File: src/rtl/peridot_pfc_bank.sv
// peridot_pfc_bank -- one 8-pin I/O bank of the PERIDOT pin function controller.
//
// Holds this bank's GPIO (din/dout), pin-function and function-pin registers,
// muxes peripheral outputs onto pads and routes synchronized pads back to
// peripheral inputs. Several banks share one pfc bus; their pfc_readdata
// outputs are ORed upstream, so an unselected bank reads 0.
//
// Ports:
//   csi_clk        clock (shared with the pfc bus)
//   rsi_reset      synchronous active-high reset
//   pfc_address    [3:2] bank select, [1:0] register (0 din, 1 dout, 2 pinfunc, 3 funcpin)
//   pfc_write      single-cycle write strobe
//   pfc_writedata  write data (dout: [7:0] data, [15:8] protect mask)
//   pfc_readdata   combinational read data
//   function_out   peripheral output sources, channel 0-7
//   function_oe    peripheral output enables, channel 0-7
//   function_in    peripheral input sinks, channel 0-7
//   pin_in         raw asynchronous pad inputs
//   pin_out        registered pad output data
//   pin_oe         registered pad output enable

// Per-pin output mux: decodes one pinfunc nibble into oe/out.
module peridot_pfc_pin #(
    parameter bit IMPLEMENTED = 1'b1
) (
    input  logic [3:0] code,
    input  logic       dout_bit,
    input  logic [7:0] function_out,
    input  logic [7:0] function_oe,
    output logic       mux_oe,
    output logic       mux_out
);
    always_comb begin
        mux_oe  = 1'b0;
        mux_out = 1'b0;
        if (IMPLEMENTED) begin
            if (code == 4'h1) begin
                mux_oe  = 1'b1;
                mux_out = dout_bit;
            end else if (code[3]) begin
                mux_oe  = function_oe[code[2:0]];
                // a pad that is not driven always presents out=0
                mux_out = function_out[code[2:0]] & function_oe[code[2:0]];
            end
        end
    end
endmodule

module peridot_pfc_bank #(
    parameter int BANK_NUMBER = 0,
    parameter int PIN_WIDTH   = 8
) (
    input  logic        csi_clk,
    input  logic        rsi_reset,
    input  logic [3:0]  pfc_address,
    input  logic        pfc_write,
    input  logic [31:0] pfc_writedata,
    output logic [31:0] pfc_readdata,
    input  logic [7:0]  function_out,
    input  logic [7:0]  function_oe,
    output logic [7:0]  function_in,
    input  logic [7:0]  pin_in,
    output logic [7:0]  pin_out,
    output logic [7:0]  pin_oe
);
    localparam logic [15:0] PIN_MASK16 = (16'd1 << PIN_WIDTH) - 16'd1;
    localparam logic [7:0]  PIN_MASK   = PIN_MASK16[7:0];

    logic [7:0]  sync1, sync2;
    logic [7:0]  dout;
    logic [31:0] pinfunc, funcpin;
    logic [31:0] pf_mask;
    logic [7:0]  mux_oe, mux_out;
    logic [7:0]  wr_mask;
    logic        sel, wr;

    assign sel     = (pfc_address[3:2] == 2'(BANK_NUMBER));
    assign wr      = pfc_write & sel;
    assign wr_mask = pfc_writedata[15:8];

    // Unimplemented pins: pinfunc nibble reads 0, pad never driven.
    for (genvar n = 0; n < 8; n++) begin : g_pin
        assign pf_mask[4*n +: 4] = {4{PIN_MASK[n]}};

        peridot_pfc_pin #(.IMPLEMENTED(PIN_MASK[n])) u_pin (
            .code         (pinfunc[4*n +: 4]),
            .dout_bit     (dout[n]),
            .function_out (function_out),
            .function_oe  (function_oe),
            .mux_oe       (mux_oe[n]),
            .mux_out      (mux_out[n])
        );
    end

    always_ff @(posedge csi_clk) begin
        if (rsi_reset) begin
            sync1   <= '0;
            sync2   <= '0;
            dout    <= '0;
            pinfunc <= '0;
            funcpin <= 32'h8888_8888;
            pin_out <= '0;
            pin_oe  <= '0;
        end else begin
            sync1   <= pin_in & PIN_MASK;
            sync2   <= sync1;
            pin_out <= mux_out;
            pin_oe  <= mux_oe;
            if (wr) begin
                case (pfc_address[1:0])
                    2'd1:    dout    <= ((dout & wr_mask) | (pfc_writedata[7:0] & ~wr_mask)) & PIN_MASK;
                    2'd2:    pinfunc <= pfc_writedata & pf_mask;
                    2'd3:    funcpin <= pfc_writedata;
                    default: ;
                endcase
            end
        end
    end

    // Input routing. sync2 is already zero on unimplemented pins, so a
    // channel pointing at one of them reads 0. Channels idle high in reset.
    always_comb begin
        function_in = 8'hFF;
        if (!rsi_reset) begin
            for (int k = 0; k < 8; k++) begin
                function_in[k] = funcpin[4*k+3] ? 1'b1 : sync2[funcpin[4*k +: 3]];
            end
        end
    end

    always_comb begin
        pfc_readdata = '0;
        if (sel) begin
            case (pfc_address[1:0])
                2'd0: pfc_readdata = {24'h0, sync2};
                2'd1: pfc_readdata = {24'h0, dout};
                2'd2: pfc_readdata = pinfunc;
                2'd3: pfc_readdata = funcpin;
            endcase
        end
    end
endmodule
File: config.mk
export PLATFORM = sky130hd
export DESIGN_NAME = peridot_pfc_bank
export DESIGN_NICKNAME = d
export VERILOG_FILES = /design/src/rtl/peridot_pfc_bank.sv
export SDC_FILE = /design/constraint.sdc
export NUM_CORES = 1
export LEC_CHECK = 0
export CORE_ASPECT_RATIO = 0.5
export CORE_MARGIN = 2
export CORE_UTILIZATION = 45
export CTS_CLUSTER_SIZE = 8
export DETAILED_ROUTE_END_ITERATION = 10
export PLACE_DENSITY = 0.71
export SLEW_MARGIN = 20
export SYNTH_ARGS = -nofsm -noshare
export SYNTH_HDL_FRONTEND = slang
export SYNTH_SLANG_ARGS = --single-unit
File: constraint.sdc
create_clock -name csi_clk -period 3.3 [get_ports csi_clk]
set_clock_uncertainty 0.2 [all_clocks]
set_input_delay 0.33 -clock csi_clk [delete_from_list [all_inputs] [get_ports csi_clk]]
set_output_delay 0.33 -clock csi_clk [all_outputs]
set_load 0.01 [all_outputs]
# == Yosys cells after proc, flatten, opt, wreduce, memory -nomap -nowiden ==
# Cells that the tools add are included.
# word_totals
output_inout_bits,56
regBits,104
# classes
muxes,91
n_lt_le_gt_ge,16
bitwise,13
eq_ne,11
reduce_logical,5
# op_table
cell,n
32-bit one-hot mux with 4 select lines,1
1-bit binary-select mux with 3-bit select,24
3-bit by 4-bit less-than comparator with 1-bit output (second input constant),16
1-bit two-way mux,64
4-bit by 1-bit equality test with 1-bit output (second input constant),8
32-bit two-way mux,1
8-bit bitwise AND,2
1-bit bitwise AND,9
8-bit two-way mux,1
8-bit NOT,1
8-bit bitwise OR,1
2-bit AND reduction,3
2-bit equality test (second input constant),2
2-bit zero test,2
2-bit by 1-bit equality test with 1-bit output (second input constant),1

# == Depth between registers and ports, before layout ==
# logic_depth
ltp_word,5
depth_mapped,7

# == Cells and area by module ==
# A second synthesis with hierarchy kept.
# unflattened
cells_unflattened,647
area_unflattened_um2,6507.5
# modules_own_cells
mod,area_each_um2,cells_per_inst,seq_area_each_um2,n_inst
peridot_pfc_bank,5056.1,495,2082.0,1
peridot_pfc_pin,181.4,19,0.0,8

# == Worst setup path before layout ==
# Ideal clock, no wire load.
# synth_path
path_type,input -> output
startpoint,input pfc_address[0]
endpoint,output pfc_readdata[4]
required_time_ns,2.770
n_path_buf,2
cell_stages,4
path_slack_ns,1.271
arrival_time_ns,1.499
path_cell_list,buf_2 buf_2 mux4_2 and2b_1
# synth_via
elab_chain_cells,3
# synth_rtl
item,line,text
"start, declared",55,"input logic [3:0] pfc_address,"
"2-bit equality test, or another cell as far along",134,case (pfc_address[1:0])
32-bit one-hot mux with 4 select lines (*),134,
32-bit two-way mux (*),133,if (sel) begin
"end, declared",58,"output logic [31:0] pfc_readdata,"
# Mark *: on every way between the ends. The rest lies on a longest branch, timed or not.

# == Final worst setup path ==
# layout_path
startpoint,input pfc_address[1]
endpoint,output pfc_readdata[24]
# Same word-level chain as after synthesis.

==> metrics.md <==
| Metric | Value |
|---|---|
| Outcome | completed |
| Via density | 5.83 |
| RSZ-0062 raised after global routing | no |
| CP endpoint | pfc_readdata[24] |
| Met2 Use GR | 0.365 |
| Largest net degree at the start of global routing | 62 |
| Clock Root Buffer | clkbuf_16 |
| First-pass GRT wire length | 27,300 µm |
| FF-to-FF path depth | 4 |
| Gr busiest metal | met1 |
| CP dominant cell by count | clkdlybuf4s50_1 |
| Die Footprint | 14,000 µm² |
| CTS Hold Bufs | 0 |
| Slowest cell on crit path | or3b_1 |
| Met1 GRT Util | 0.387 |
| Synth unique cells | 38 |
| Setup Fix Bufs, Post-CTS | 0 |
| Data arrival, critical path | 2360 ps |
| Longest Clk Path Bufs | 2 |
| EDFF count, synth | 0 |
| Initial Util | 0.461 |
| Ys Warns | 0 |
| CP Depth | 4 |
| # rows | 29 |
| Final wirelength | 17,600 µm |
| Post-synthesis cell count | 646 |
| Core ar. | 12,700 µm² |
| Most frequent cells in the layout | nand2_1, clkdlybuf4s50_1, dfxtp_1 |
| Most used DFF post-synth | dfxtp_1 |
| WL/cell | 19.6 µm |
| Sequential area share after synthesis | 0.355 |
| Post-synth ARST share | 0 |
| Worst hold start | sync1[3] |
| Die width | 165 µm |
| Tcrit/Tclk final | 0.876 |
| Clock transition at the registers of the reported paths | 80 ps |
| CTS tree | done |
| CP peak stage delay | 760 ps |
| Vias in the first global route | 4,809 |
| # setup viols final | 0 |
| Total track usage | 0.258 |
| DRC | 0 |
| Die H | 84.7 µm |
| Crit Path Class | input pin to primary output |
| Layout Nets | 788 |
| Peak VDD IR | 0.285 mV |
| Post-Syn Area per Cell | 9.07 µm² |
| Initial antenna violation count | 0 |
| P&R area growth vs syn | 26.0% |
| Critical-path cell list | clkdlybuf4s50_1 > or3b_1 > nor2_1 > clkdlybuf4s50_1 |
| Vias | 5,247 |
| Commonest non-fill, non-tap cell in the layout | nand2_1 |
| M3 GR Usage | 0.0741 |
| Crit start category | input pin |
| Req. time, crit path | 2770 ps |
| Delay-heaviest family, CP | buffers and inverters |
| Fmax | 346 MHz |
| FF+latch count, synth | 104 |
| Placed cells | 884 |
| Max_cap viols | 0 |
| Ant. Diodes | 0 |
| PwrDens | 373 nW/µm² |
| CP Launch Point | pfc_address[1] |
| TritonRoute pass-1 iters | 5 |
| Slew Limit Fails | 0 |
| Gr ovfl total | 0 |
| Clk_lat worst skew | 360 ps |
| Setup TNS | 0 ps |
| Leakage | 0.00237 µW |
| Post-synthesis cell area | 5860 µm² |
| Final hold vios | 0 |
| 1st-iter DRT viols | 515 |
| Buf+Inv Stages, Crit Path | 2 |
| CTS resizes | 0 |
| # IOs | 119 |
| PortBufs | 118 |
| Min Tclk post-route | 2890 ps |
| Reg2reg start | pinfunc[5] |
| Final ANT Viol Nets | 0 |
| R2R setup slack | 1400 ps |
| Crit. End Element | primary output |
| Crit path max fanout | 28 |
| Post-DP HPWL | 12,600 µm |
| Final non-filler cell total | 900 |
| Layout cell share with drive strength beyond 1 | 0.130 |
| Placer Congestion | 0.897 |
| Num CTS Buffers | 9 |
| Synthesized Nets | 709 |
| H-tree levels | 3 |
| Slew @ Worst Pin | 969 ps |
| CTS sink count | 104 |
| Tightest Hold Check Type | flip-flop to flip-flop |
| Hold Path Depth | 1 |
| Worst r2r dst | pin_oe[1] |
| Rel. slew slack | 0.354 |
## power by group
| group | internal, µW | switching (µW) | leakage [µW] |
|---|---|---|---|
| logic | 167 | 138 | 0.00137 |
| registers | 1280 | 35.7 | 0.000843 |
| clock network | 562 | 571 | 0.000155 |
## kinds of logic after synthesis
kind of cell | Yosys count | share of synthesized area
DFF | 104 | 0.355
and+or+nand+nor | 267 | 0.217
buffers and inverters | 65 | 0.0489
muxes | 102 | 0.272
AOI/OAI and AO/OA | 108 | 0.106
## metrics by stage
stage / util / setup WS [ps] / hold slack [ps] / instance area, µm² / total power, µW
3_3_place_gp: 0.556 / 461 / 221 / 7060 / 1640
6_report: 0.581 / 410 / 239 / 7380 / 2750
5_1_grt: 0.581 / 236 / 257 / 7380 / 2840
3_5_place_dp: 0.556 / 390 / 221 / 7060 / 1640
4_1_cts: 0.581 / 390 / 241 / 7380 / 2760
2_1_floorplan: - / 1270 / 214 / 5860 / 1480
## worst register-to-register path, stage by stage, from the launching register on
cell,delay (ps)
dfxtp_1,590
mux4_2,570
nand2b_1,160
o211ai_1,140
a21oi_1,120
## worst min-delay path by stage
stage	to	slack (ps)
after detailed placement	sync2[3]	220
after global placement	sync2[7]	220
after global routing	sync2[1]	260
after floorplan	sync2[0]	210
after CTS	sync2[3]	240
final	sync2[3]	240
## synthesized netlist by cell type (2+ instances only)
cell type / count / area (µm²)
a21oi_1: 73 / 365
a31oi_1: 2 / 12.5
and2_1: 6 / 37.5
and2b_1: 2 / 15.0
buf_2: 16 / 80.1
buf_6: 3 / 33.8
clkbuf_1: 43 / 161
dfxtp_1: 104 / 2080
inv_1: 3 / 11.3
mux2_2: 9 / 101
mux2i_1: 48 / 480
mux4_2: 45 / 1010
nand2_1: 146 / 548
nand2b_1: 13 / 81.3
nand3_1: 2 / 10.0
nand3b_1: 17 / 128
nor2_1: 36 / 135
nor2b_1: 24 / 150
nor3_1: 3 / 15.0
nor3b_1: 2 / 15.0
o211ai_1: 6 / 45.0
o21ai_0: 10 / 50.1
o31a_1: 6 / 52.6
o32ai_1: 5 / 43.8
or2_2: 3 / 18.8
or3b_1: 3 / 26.3
or4b_2: 5 / 50.1
## per-layer routing
layer,vias up,routed length (µm),share of wire
met5,-,0,0
met4,0,238,0.014
met3,22,2280,0.13
met2,284,7570,0.43
met1,2497,7500,0.43
li1,2444,-,-
## layout make-up
| type | instances | area [µm²] |
|---|---|---|
| multi-input cells | 477 | 3490 |
| clock inverters | 7 | 91.3 |
| flip-flops and latches | 104 | 2080 |
| repair buffers | 130 | 1260 |
| inverters | 3 | 11.3 |
| well taps | 170 | 213 |
| clock buffers | 9 | 225 |
| fillers | 1121 | 5320 |
## flip-flops by register name (all words and copies together), names as in the netlist, named ones only
register,count
funcpin,32
pin_oe,8
pin_out,8
pinfunc,32
sync1,8
sync2,8
No activity file was read; power rests on OpenSTA's default activity.
==> patch (same settings) <==
Put a register stage on the output `pfc_readdata`, cleared by the reset. The value now appears one clock later. The other outputs are not delayed to match. Comments in the files are not updated.
--- a/src/rtl/peridot_pfc_bank.sv
+++ b/src/rtl/peridot_pfc_bank.sv
@@ -67,4 +67,6 @@
     localparam logic [7:0]  PIN_MASK   = PIN_MASK16[7:0];
 
+    logic [31:0] pfc_readdata_d;
+
     logic [7:0]  sync1, sync2;
     logic [7:0]  dout;
@@ -130,13 +132,21 @@
 
     always_comb begin
-        pfc_readdata = '0;
+        pfc_readdata_d = '0;
         if (sel) begin
             case (pfc_address[1:0])
-                2'd0: pfc_readdata = {24'h0, sync2};
-                2'd1: pfc_readdata = {24'h0, dout};
-                2'd2: pfc_readdata = pinfunc;
-                2'd3: pfc_readdata = funcpin;
+                2'd0: pfc_readdata_d = {24'h0, sync2};
+                2'd1: pfc_readdata_d = {24'h0, dout};
+                2'd2: pfc_readdata_d = pinfunc;
+                2'd3: pfc_readdata_d = funcpin;
             endcase
         end
     end
+    always_ff @(posedge csi_clk) begin
+        if (rsi_reset) begin
+            pfc_readdata <= '0;
+        end else begin
+            pfc_readdata <= pfc_readdata_d;
+        end
+    end
+
 endmodule
Behaviour: not the same (Yosys sat finds a counterexample within 4 cycles, from zero or initial values and one cycle with rsi_reset high).
==> patch against the original RTL <==
Wire length rose by 8.3%. Non-clock buffer count fell by 3. Final area rose by 14%. Area after synthesis rose by 15%. Worst setup slack improved by 0.16 ns. Clock power rose by 60%. Hold slack got worse by 0.037 ns. Global-route usage fell by 1.4 points. Cell count rose by 9.1%. Sequential cell count rose by 32. Register-to-register slack improved by 0.09 ns. Power rose by 39%. First-iteration DRC count did not move.
==> patch: results <==
{
  "outcome": "complete, no violations",
  "crit_family": "multiplexers",
  "grt_max_degree": 58,
  "postPlaceCellArea_sq_mm": 0.00783,
  "grt_pass1_vias": 5449,
  "critical_path.reg2reg.startpoint": "pinfunc[25]",
  "yosysSeqAreaShare_pct": 40.3,
  "cts_max_level": 4,
  "syn_nets": 749,
  "whs_ns": 0.202,
  "worst_pin_slew_ns": 0.636,
  "cpPeakStageDelay_ns": 0.53,
  "reg2reg_to": "pin_out[6]",
  "grt_use_met2_pct": 38.6,
  "syn_inst": 686,
  "synth.distinct_cells": 51,
  "grt.met3_usage_pct": 5.64,
  "cts_buffers": 17,
  "crit_end": "function_in[7]",
  "hold_class": "in2reg",
  "gp_congestion": 0.870,
  "synthTopCellsByCount": "147 x nand2_1, 136 x dfxtp_1, 58 x a21oi_1",
  "crit_slowest_cell": "mux4_2",
  "drive_above_1_share_pct": 15.2,
  "hold_path_end": "pfc_readdata[11]",
  "peakVddDrop_uv": 221,
  "hp-start": "pfc_address[0]",
  "regToRegSetupSlack_ns": 1.49,
  "grt_pass1_wl_um": 30200,
  "arrival_ns": 2.20,
  "use_met1_pct": 33.4,
  "post_cts_resized": 0,
  "grt_use_total_pct": 24.5,
  "wl_met3_um": 1810,
  "place_worst_setup_slack_ns": 0.712,
  "hold_depth": 3,
  "cp_max_fo": 9,
  "via_per_inst": 5.69,
  "clk_latency_ns": 0.42,
  "cts_setup_buffers": 0,
  "nFillCells": 1275,
  "final_nets": 834,
  "fin_crit_ns": 2.73,
  "dr_wl_met2_um": 8960,
  "routed_wl_um": 19100,
  "dp_hpwl_um": 13400,
  "clk_pin_slew_ns": 0.06,
  "p_leak_uw": 0.00278,
  "drt-wirelength-per-cell_um": 19.4,
  "reg_top3": "funcpin x32, pfc_readdata x32, pinfunc x32",
  "placed_cells": 950,
  "drt-met1-wl_um": 8000,
  "synth.area.top_cells": "dfxtp_1 40%, mux4_2 14%, mux2i_1 8.3%",
  "cp-startpoint": "sync2[7]",
  "first_iter_violations": 515
}
-- patch: changes by cell type in the layout (fill, tap and decap cells not counted), moves of 8 or more --
cell,before,now
nor3_2,0,8
mux2i_1,48,56
a21oi_1,73,58
o21ai_0,10,2
clkbuf_16,9,17
nor2_1,35,46
dfxtp_1,104,136
-- patch: kinds of logic after synthesis --
kind of cell,count (synthesis),synth area share (%)
buffers and inverters,66,6.54
AND/OR/NAND/NOR,284,20.7
multiplexers,107,24.0
AO/OA/AOI/OAI,93,8.46
flip-flops,136,40.3
-- patch: final cells by class --
cell class | instances | area, sq um | share of cell area (%)
Tap cell | 198 | 248 | 2.95
Sequential cell | 136 | 2720 | 32.4
Clock buffer | 17 | 425 | 5.07
Clock inverter | 15 | 131 | 1.57
Inverter | 5 | 18.8 | 0.224
Multi-Input combinational cell | 484 | 3590 | 42.8
Timing Repair Buffer | 127 | 1250 | 14.9
-- patch: where the power goes --
group / internal (uW) / switching (uW)
sequential: 1670 / 37.0
combinational: 166 / 156
clock: 990 / 816
